<file path="src/rtl/seg_pkg.sv">
// Shared constants and types for the multiplexed seven-segment slot scheduler.
package seg_pkg;
    localparam int unsigned NUM_DIGITS    = 6;
    localparam int unsigned SEG_W         = 7;
    localparam int unsigned DIGITS_W      = NUM_DIGITS * SEG_W;
    localparam int unsigned FRAME_LEN_DEF = 900;
    localparam logic [SEG_W-1:0] SEG_BLANK = 7'b0000000;

    typedef enum logic [1:0] {
        S_WAIT,
        S_DRIVE,
        S_BLANK
    } slot_state_t;

    // Digit 0 sits in the low bits (seconds units), digit 5 in the top bits.
    function automatic logic [SEG_W-1:0] digit_of(input logic [DIGITS_W-1:0] digits,
                                                  input int unsigned k);
        return digits[k*SEG_W +: SEG_W];
    endfunction
endpackage

</file>
<file path="src/rtl/seg_slot_scheduler_if.sv">
// Digit sources in, segment/enable bus and source-switch status out.
interface seg_slot_scheduler_if;
    import seg_pkg::*;

    logic [DIGITS_W-1:0]   time_digits;
    logic [DIGITS_W-1:0]   alt_digits;
    logic                  alt_req;
    logic [NUM_DIGITS-1:0] blink_mask;
    logic [SEG_W-1:0]      seg_out;
    logic [NUM_DIGITS-1:0] digit_sel;
    logic                  frame_start;
    logic                  src_alt;
    logic                  alt_ack;

    modport master (
        output time_digits, alt_digits, alt_req, blink_mask,
        input  seg_out, digit_sel, frame_start, src_alt, alt_ack
    );

    modport slave (
        input  time_digits, alt_digits, alt_req, blink_mask,
        output seg_out, digit_sel, frame_start, src_alt, alt_ack
    );
endinterface

</file>
<file path="src/rtl/seg_slot_scheduler_frame_timer.sv">
// Frame counter running 1..FRAME_LEN with a boundary strobe and a registered frame_start.
module frame_timer
    import seg_pkg::*;
#(
    parameter int unsigned FRAME_LEN = FRAME_LEN_DEF,
    localparam int unsigned CNT_W = $clog2(FRAME_LEN + 1)
) (
    input  logic             clk,
    input  logic             rst,
    output logic [CNT_W-1:0] cnt,
    output logic             frame_start,
    output logic             wrap
);
    assign wrap = (cnt == CNT_W'(FRAME_LEN));

    // frame_start is high exactly while cnt==1 following a wrap, never right after reset.
    always_ff @(posedge clk or posedge rst) begin
        if (rst) begin
            cnt         <= CNT_W'(1);
            frame_start <= 1'b0;
        end else begin
            cnt         <= wrap ? CNT_W'(1) : cnt + 1'b1;
            frame_start <= wrap;
        end
    end
endmodule

</file>
<file path="src/rtl/seg_slot_scheduler.sv">
// Six-digit display scheduler: per-digit slot FSMs, frame snapshot buffer,
// blink phase and time/alt source arbitration at frame boundaries.
module seg_slot_scheduler
    import seg_pkg::*;
#(
    parameter int unsigned FRAME_LEN    = FRAME_LEN_DEF,
    parameter int unsigned SLOT0        = 1,
    parameter int unsigned SLOT1        = 5,
    parameter int unsigned SLOT2        = 28,
    parameter int unsigned SLOT3        = 34,
    parameter int unsigned SLOT4        = 57,
    parameter int unsigned SLOT5        = 62,
    parameter int unsigned ON_LEN       = 1,
    parameter int unsigned BLINK_FRAMES = 32
) (
    input logic                 clk,
    input logic                 rst,
    seg_slot_scheduler_if.slave bus
);
    localparam int unsigned CNT_W = $clog2(FRAME_LEN + 1);
    localparam int unsigned BLK_W = (BLINK_FRAMES > 1) ? $clog2(BLINK_FRAMES) : 1;
    localparam int unsigned SLOT [NUM_DIGITS] = '{SLOT0, SLOT1, SLOT2, SLOT3, SLOT4, SLOT5};

    if (ON_LEN < 1) begin : g_bad_on_len
        $error("ON_LEN must be at least 1");
    end
    if (BLINK_FRAMES < 1) begin : g_bad_blink
        $error("BLINK_FRAMES must be at least 1");
    end
    if (SLOT0 < 1) begin : g_bad_slot0
        $error("SLOT0 must be at least 1");
    end
    if (SLOT5 + ON_LEN + 1 > FRAME_LEN) begin : g_bad_last
        $error("last slot does not fit in the frame");
    end
    for (genvar k = 0; k < NUM_DIGITS - 1; k++) begin : g_chk
        if (SLOT[k+1] <= SLOT[k] || SLOT[k] + ON_LEN + 1 > SLOT[k+1]) begin : g_bad_order
            $error("slots overlap or are not strictly increasing");
        end
    end

    logic [CNT_W-1:0]      cnt;
    logic                  frame_start_i;
    logic                  wrap;
    slot_state_t           state_q [NUM_DIGITS];
    slot_state_t           state_d [NUM_DIGITS];
    logic [DIGITS_W-1:0]   frame_buf;
    logic                  src_alt_q;
    logic                  alt_ack_q;
    logic                  armed;
    logic                  blink_phase;
    logic [BLK_W-1:0]      blink_cnt;
    logic [SEG_W-1:0]      seg_d;
    logic [NUM_DIGITS-1:0] sel_d;

    frame_timer #(.FRAME_LEN(FRAME_LEN)) u_timer (
        .clk         (clk),
        .rst         (rst),
        .cnt         (cnt),
        .frame_start (frame_start_i),
        .wrap        (wrap)
    );

    // Slots stay idle until the first boundary so the post-reset frame is fully dark.
    always_comb begin
        for (int unsigned k = 0; k < NUM_DIGITS; k++) begin
            state_d[k] = state_q[k];
            case (state_q[k])
                S_WAIT:  if (armed && cnt == CNT_W'(SLOT[k])) state_d[k] = S_DRIVE;
                S_DRIVE: if (cnt == CNT_W'(SLOT[k] + ON_LEN)) state_d[k] = S_BLANK;
                S_BLANK: state_d[k] = S_WAIT;
                default: state_d[k] = S_WAIT;
            endcase
        end
    end

    always_ff @(posedge clk or posedge rst) begin
        if (rst) begin
            for (int unsigned k = 0; k < NUM_DIGITS; k++) state_q[k] <= S_WAIT;
        end else begin
            state_q <= state_d;
        end
    end

    always_comb begin
        seg_d = SEG_BLANK;
        sel_d = '0;
        for (int unsigned k = 0; k < NUM_DIGITS; k++) begin
            if (state_q[k] == S_DRIVE) begin
                sel_d[k] = 1'b1;
                if (!(bus.blink_mask[k] && blink_phase)) seg_d = digit_of(frame_buf, k);
            end
        end
    end

    // Source, snapshot and blink phase all change together on the wrap edge only.
    always_ff @(posedge clk or posedge rst) begin
        if (rst) begin
            frame_buf   <= '0;
            src_alt_q   <= 1'b0;
            alt_ack_q   <= 1'b0;
            armed       <= 1'b0;
            blink_phase <= 1'b0;
            blink_cnt   <= '0;
        end else begin
            alt_ack_q <= 1'b0;
            if (wrap) begin
                armed     <= 1'b1;
                src_alt_q <= bus.alt_req;
                alt_ack_q <= (bus.alt_req != src_alt_q);
                frame_buf <= bus.alt_req ? bus.alt_digits : bus.time_digits;
                if (blink_cnt == BLK_W'(BLINK_FRAMES - 1)) begin
                    blink_cnt   <= '0;
                    blink_phase <= ~blink_phase;
                end else begin
                    blink_cnt <= blink_cnt + 1'b1;
                end
            end
        end
    end

    assign bus.seg_out     = seg_d;
    assign bus.digit_sel   = sel_d;
    assign bus.frame_start = frame_start_i;
    assign bus.src_alt     = src_alt_q;
    assign bus.alt_ack     = alt_ack_q;
endmodule

</file>
<file path="src/flat_wrapper.sv">
// flat-port wrapper written by rule: the top's interface ports become plain ports
module seg_slot_scheduler_flat import seg_pkg::*;
#(
    parameter int unsigned FRAME_LEN    = FRAME_LEN_DEF,
    parameter int unsigned SLOT0        = 1,
    parameter int unsigned SLOT1        = 5,
    parameter int unsigned SLOT2        = 28,
    parameter int unsigned SLOT3        = 34,
    parameter int unsigned SLOT4        = 57,
    parameter int unsigned SLOT5        = 62,
    parameter int unsigned ON_LEN       = 1,
    parameter int unsigned BLINK_FRAMES = 32
)
  (clk, rst, bus_time_digits, bus_alt_digits, bus_alt_req, bus_blink_mask, bus_seg_out, bus_digit_sel, bus_frame_start, bus_src_alt, bus_alt_ack);
  seg_slot_scheduler_if bus_i ();
  input logic clk;
  input logic rst;
  input wire logic [$bits(bus_i.time_digits)-1:0] bus_time_digits;
  input wire logic [$bits(bus_i.alt_digits)-1:0] bus_alt_digits;
  input wire logic [$bits(bus_i.alt_req)-1:0] bus_alt_req;
  input wire logic [$bits(bus_i.blink_mask)-1:0] bus_blink_mask;
  output wire logic [$bits(bus_i.seg_out)-1:0] bus_seg_out;
  output wire logic [$bits(bus_i.digit_sel)-1:0] bus_digit_sel;
  output wire logic [$bits(bus_i.frame_start)-1:0] bus_frame_start;
  output wire logic [$bits(bus_i.src_alt)-1:0] bus_src_alt;
  output wire logic [$bits(bus_i.alt_ack)-1:0] bus_alt_ack;
  assign bus_i.time_digits = bus_time_digits;
  assign bus_i.alt_digits = bus_alt_digits;
  assign bus_i.alt_req = bus_alt_req;
  assign bus_i.blink_mask = bus_blink_mask;
  assign bus_seg_out = bus_i.seg_out;
  assign bus_digit_sel = bus_i.digit_sel;
  assign bus_frame_start = bus_i.frame_start;
  assign bus_src_alt = bus_i.src_alt;
  assign bus_alt_ack = bus_i.alt_ack;
  seg_slot_scheduler #(.FRAME_LEN(FRAME_LEN), .SLOT0(SLOT0), .SLOT1(SLOT1), .SLOT2(SLOT2), .SLOT3(SLOT3), .SLOT4(SLOT4), .SLOT5(SLOT5), .ON_LEN(ON_LEN), .BLINK_FRAMES(BLINK_FRAMES)) u_core (.clk(clk), .rst(rst), .bus(bus_i));
endmodule
</file>
<file path="config.mk">
export PLATFORM = sky130hd
export DESIGN_NAME = seg_slot_scheduler_flat
export DESIGN_NICKNAME = d
export VERILOG_FILES = /design/src/rtl/seg_pkg.sv /design/src/rtl/seg_slot_scheduler_if.sv /design/src/rtl/seg_slot_scheduler_frame_timer.sv /design/src/rtl/seg_slot_scheduler.sv /design/src/flat_wrapper.sv
export SDC_FILE = /design/constraint.sdc
export NUM_CORES = 1
export LEC_CHECK = 0
export ABC_AREA = 1
export BUFFER_PORTS_ARGS = -buffer_cell sky130_fd_sc_hd__clkbuf_2
export CAP_MARGIN = 30
export CORE_AREA = 2 2 97 99
export CTS_BUF_LIST = sky130_fd_sc_hd__clkbuf_16
export CTS_CLUSTER_DIAMETER = 50
export CTS_CLUSTER_SIZE = 8
export DETAILED_ROUTE_END_ITERATION = 12
export DIE_AREA = 0 0 99 101
export GPL_ROUTABILITY_DRIVEN = 0
export PLACE_DENSITY_LB_ADDON = 0.3
export SETUP_SLACK_MARGIN = 0.15
export SLEW_MARGIN = 30
export SYNTH_ARGS = -nofsm -noshare
export SYNTH_HDL_FRONTEND = slang
export SYNTH_HIERARCHICAL = 1
export SYNTH_SLANG_ARGS = --single-unit
</file>
<file path="constraint.sdc">
create_clock -name clk -period 1.9 [get_ports clk]
set_clock_uncertainty 0.1 [all_clocks]
set_input_delay 0.285 -clock clk [delete_from_list [all_inputs] [get_ports clk]]
set_output_delay 0.285 -clock clk [all_outputs]
set_load 0.01 [all_outputs]
</file>
; Word level (Yosys, flattened, before mapping)
; Index checks and enable logic that the tools add are counted.
[word_totals]
register_bits = 74
latch_bits = 0
ram_bits = 0
romBits = 0
wordCells = 115
memories = 0
[op_classes]
add_sub_neg = 2
mul = 0
div_mod_pow = 0
order_cmp = 0
n_eq_ne = 33
n_shift = 0
muxes = 40
n_bitwise = 1
n_reduce_logical = 25
[op_table]
columns = operator, n
row1 = 2-to-1 mux 7 bit, 12
row2 = "== test 10 x 6 -> 1 bit, second input constant", 6
row3 = 2-to-1 mux 42 bit, 1
row4 = 2-to-1 mux 2 bit, 12
row5 = "!= test 2 x 1 -> 1 bit, second input constant", 12
row6 = one-hot mux 2 bit (2 select lines), 6
row7 = "== test 10 x 3 -> 1 bit, second input constant", 2
row8 = "== test 10 x 5 -> 1 bit, second input constant", 2
row9 = AND reduction 2 bit, 7
row10 = "== test 2 x 1 -> 1 bit, second input constant", 6
row11 = logical AND 1 bit, 12
row12 = zero test 2 bit, 6
row13 = "adder 10 x 1 -> 10 bit, second input constant", 1
row14 = "== test 10 x 1 -> 1 bit, second input constant", 1
row15 = "== test 10 bit, second input constant", 1
row16 = "== test 10 x 2 -> 1 bit, second input constant", 1
row17 = 2-to-1 mux 10 bit, 1
row18 = 2-to-1 mux 1 bit, 7
row19 = "adder 5 x 1 -> 5 bit, second input constant", 1
row20 = "== test 5 bit, second input constant", 1
row21 = 2-to-1 mux 5 bit, 1
row22 = != test 1 bit, 1
row23 = inverter 1 bit, 1

; Depth between registers and ports, before layout
[logic_depth]
depth_word = 13
ltp_mapped = 11

; Hierarchy
; The synthesis kept the hierarchy.
[by_module_without_submodules]
columns = module, n_inst, cells_per_inst, area_per_inst_um2, seq_area_each_um2
row1 = seg_slot_scheduler, 1, 500, 3628.5, 1576.5
row2 = frame_timer, 1, 62, 540.5, 276.5

; Worst setup path before layout
; OpenSTA, ideal clock, no wires.
[synth_path]
path_kind = flip-flop to flip-flop
start = reg u_core.u_timer.cnt[0]
end = reg u_core.blink_cnt[0]
arrival_time_ns = 1.561
setup_slack_ns = 0.115
path_stages_with_launch = 12
n_path_buf = 1
cell_sequence = dfstp_2 -> inv_1 -> ha_1 -> nand2_1 -> nor2_1 -> nand3_2 -> inv_2 -> inv_2 -> clkbuf_1 -> nor2_1 -> nor2_1 -> a21oi_1
[synth_between]
elab_chain_len = 1
[synth_rtl]
columns = element, line
row1 = "start, declared", seg_slot_scheduler_frame_timer.sv:10  ; output logic [CNT_W-1:0] cnt,
row2 = "start signal, assigned", seg_slot_scheduler_frame_timer.sv:22  ; cnt <= wrap ? CNT_W'(1) : cnt + 1'b1;
row3 = == test 10 bit, seg_slot_scheduler_frame_timer.sv:14  ; assign wrap = (cnt == CNT_W'(FRAME_LEN));
row4 = named net u_core.wrap, seg_slot_scheduler.sv:44  ; logic wrap;
row5 = "end signal, assigned", seg_slot_scheduler.sv:116  ; blink_cnt <= blink_cnt + 1'b1;
row6 = "end, declared", seg_slot_scheduler.sv:52  ; logic [BLK_W-1:0] blink_cnt;
; The timed path passes the listed nets, and every way through them passes these cells.
; A chain may end at the register's enable or synchronous reset.

; Final worst setup path
[layout_path]
start = reg u_core/state_q[7] (netlist name)
end = out bus_seg_out[1]
[layout_between]
elab_chain_len = 8
[layout_rtl]
columns = element, line
row1 = "start, declared", seg_slot_scheduler.sv:45  ; slot_state_t state_q [NUM_DIGITS];
row2 = "start signal, assigned", seg_slot_scheduler.sv:81  ; state_q <= state_d;
row3 = == test 2 x 1 -> 1 bit (*), seg_slot_scheduler.sv:89  ; if (state_q[k] == S_DRIVE) begin
row4 = 2-to-1 mux 7 bit (*), seg_slot_scheduler.sv:89
row5 = 2-to-1 mux 7 bit, seg_slot_scheduler.sv:91  ; if (!(bus.blink_mask[k] && blink_phase)) seg_d = digit_of(frame_buf, k);
row6 = 2-to-1 mux 7 bit (*), seg_slot_scheduler.sv:89
row7 = 2-to-1 mux 7 bit, seg_slot_scheduler.sv:91
row8 = 2-to-1 mux 7 bit (*), seg_slot_scheduler.sv:89
row9 = 2-to-1 mux 7 bit, seg_slot_scheduler.sv:91
row10 = 2-to-1 mux 7 bit (*), seg_slot_scheduler.sv:89
row11 = "end, declared", flat_wrapper.sv:22  ; output wire logic [$bits(bus_i.seg_out)-1:0] bus_seg_out;
; Every way passes the cells marked *; elsewhere a longest branch is shown, timed or not.

==> flow_summary_export.csv <==
group,metric,value,unit
run_status,outcome,"complete, but fails checks",
run_status,violations,"setup timing",
cts,cts_buffer_depth,2,
cts,clk_pin_slew,60,ps
worst_hold_path,worstHoldPathType,"primary input to flip-flop",
floorplan,die_h,101,um
pwr,powerDensity,678.7,mW/mm2
drt,detail-route-antenna-nets,0,
synthesis,ys.flop_type,"dfrtp_1",
sta,rsz0062_at_grt,"yes",
cts,cts.sinks,74,
synthesis,synth_area,0.004169,mm2
floorplan,initial_core_util,0.4644,
cts,cts_htree_levels,3,
finish,post-route-util,0.6004,
sta,relSlewSlack,0.6527,
critical_path,startpoint_type,"flip-flop",
grt,grt.total_usage,0.2285,
grt,gr-total-overflow,0,
cts,cts_inserted_buffers,9,
critical_path,cp.arrival,1630,ps
floorplan,core_region_area,0.008977,mm2
critical_path,crit_required,1510,ps
floorplan,die_area,0.009999,mm2
sta,hold_viol,0,
critical_path,worstSetupPathType,"flip-flop to output port",
synthesis,synthDistinctLibCells,31,
placed_design,place_ws,136.3,ps
drt,wirelength,10900,um
grt,grt_pass1_wl,18330,um
synthesis,synth.yosys.seq_area_share,0.4445,
placed_design,portBuffers,108,
sta,max_freq,0.4962,GHz
drt,routed_via_density,5.086,
grt,grt_pass1_vias,3961,
placed_design,dp_hpwl,8393,um
job,maxCapViolCount,0,
drt,avgRoutedWirePerCell,13.72,um
synthesis,avgSynthCellArea,7.418,um2
sta,period_minus_slack,2015,ps
cts,insertion_delay,320,ps
synthesis,synth.ff_latch_count,74,
floorplan,ios,109,
finish,drive_gt1_frac,0.3148,
critical_path,path_max_fanout,7,
finish,nFillCells,798,
floorplan,row_count,35,
placed_design,placed_cell_area,0.004855,mm2
drt,drtIter0Drc,240,
sta,finalSetupViolations,7,
pwr,vdd_drop_max,0.0004056,V
finish,fin_nets,776,
sta,worst_pin_slew,519.8,ps
cts,cts_root_buf,"clkbuf_16",
finish,design_area,0.005390,mm2
grt,grt_antenna_before_repair,0,
finish,num_antenna_cells,0,
grt,grt_start_max_net_pins,30,
critical_path,crit_path_end_kind,"output port",
pwr,p_leak,2.826,nW
finish,area_growth,29.29,%
cts,cts_tree,"done",
drt,drc,0,
synthesis,syn_nets,659,
drt,dr.pass1.iters,4,
synthesis,yosysWarnings,6,
floorplan,die_w,99,um
sta,maxSlewViolCount,0,
synthesis,synth_enable_flop_cells,0,
sta,fin_crit_sh,1.061,
sta,layout_setup_ws,-115.4,ps
synthesis,async_flop_share,1.000,
drt,vias,4038,
synthesis,synth_cells,562,
## synthesized netlist by cell type (2+ instances only)
cell	count	area, um2
xnor2_1	2	17.52
buf_4	5	37.54
o21ai_0	8	40.04
dfrtp_1	73	1827
nand3_1	23	115.1
nand2_4	4	45.04
buf_6	3	33.78
nand2_2	4	25.02
o31ai_1	2	15.01
buf_2	11	55.05
nand3_2	3	30.03
nor3_1	17	85.08
inv_2	23	86.33
a21oi_1	7	35.03
clkbuf_1	7	26.28
ha_1	4	50.05
nand2_1	129	484.2
nor2_2	3	18.77
nand4_1	3	18.77
o21ai_1	87	435.4
nor2_4	4	45.04
inv_1	45	168.9
nor2_1	74	277.8
xor2_1	3	26.28
o22ai_1	7	43.79
o21ai_2	6	52.55
## timing repair
action,4_1_cts,5_1_grt
setup buffers,3,2
pin swaps,7,7
setup endpoints to repair,8,39
gates cloned,2,1
endpoints found under the hold margin,31,0
resized for setup,19,24
hold buffers,1,0
## state kept, by name (all words and copies together), names as in the netlist
signal,flops
u_core/frame_buf,42
u_core/state_q,12
u_core/u_timer/cnt,10
u_core/blink_cnt,5
u_core/armed,1
u_core/blink_phase,1
u_core/bus.alt_ack,1
u_core/bus.src_alt,1
u_core/u_timer/frame_start,1
## stage by stage
step	hold WS, ps	instances	TNS (ps)	power, mW
global route	126.7	794	-1469	3.782
floorplan	36.72	562	0	1.673
global placement	212.3	770	0	1.799
CTS	115.7	791	-535.0	3.698
detailed placement	225.4	770	0	1.803
finish	117.7	794	-686.9	3.658
## power breakdown
group	total (mW)	internal, mW	switching, mW
clock network	1.88	1.27	0.618
logic	0.197	0.0912	0.106
registers	1.58	1.58	0
total	3.66	2.94	0.723
## kinds of logic (layout without fill, tap and decap cells)
logic type      count (synthesis)  in the layout  synth area share
simple gates                  267            269            0.2824
compound gates                117            117            0.1492
buf+inv                        95            214            0.1014
flops                          74             74            0.4445
xor+xnor                        5              5           0.01051
fa+ha+maj                       4              4           0.01201
## layout by cell type, fill, tap and decap left out, drive strengths merged, types with 3 or more instances in the layout
cell / count
bufinv: 3
ha: 4
nand3: 26
clkbuf: 112
dfrtp: 73
nand4: 3
nor3: 17
nand2: 139
inv: 66
a21oi: 7
nor2: 82
clkinv: 3
o22ai: 7
xor2: 3
o21ai: 101
buf: 27
## cell type report
class	instances	area [um2]	share of cell area
Clock buffer	9	225.2	0.04178
Clock inverter	6	106.4	0.01973
Inverter	68	269.0	0.04991
Multi-Input combinational cell	395	1986	0.3684
Sequential cell	74	1856	0.3442
Tap cell	111	138.9	0.02577
Timing Repair Buffer	131	809.5	0.1502
## layer usage
layer / wire, um / track usage / part of all wire / up-vias
met4: 218 / 0.08430 / 0.020 / 0
li1: - / - / - / 2028
met2: 5509 / 0.3960 / 0.51 / 117
met3: 480 / 0.03329 / 0.044 / 20
met1: 4686 / 0.2909 / 0.43 / 1873
met5: 0 / 0 / 0 / -
## final timing paths
path                                            startpoint                          endpoint  slack [ps]  cells past startpoint
setup / recovery             u_core/state_q[7]$_DFFE_PP0P_                    bus_seg_out[1]        -120                      9
hold / removal                          bus_alt_digits[37]  u_core/frame_buf[37]$_DFFE_PP0P_         120                      3
setup reg to reg           u_core/u_timer/cnt[0]$_DFF_PP1_   u_core/blink_cnt[3]$_DFFE_PP0P_         210                     11
hold reg to reg            u_core/blink_cnt[4]$_DFFE_PP0P_   u_core/blink_cnt[4]$_DFFE_PP0P_         380                      2
max in group asynchronous                              rst  u_core/frame_buf[39]$_DFFE_PP0P_         700                      4
min in group asynchronous                              rst   u_core/u_timer/cnt[9]$_DFF_PP0_         430                      3
## critical path, stage by stage (launching register included)
cell,delay [ps]
dfrtp_1,410
nor2_4,210
nand2_4,130
o21ai_2,120
inv_1,50
nand2_1,60
nand2_1,60
nand2_1,70
nand2_1,60
clkbuf_2,120
Power figures use the tool's default switching activity.
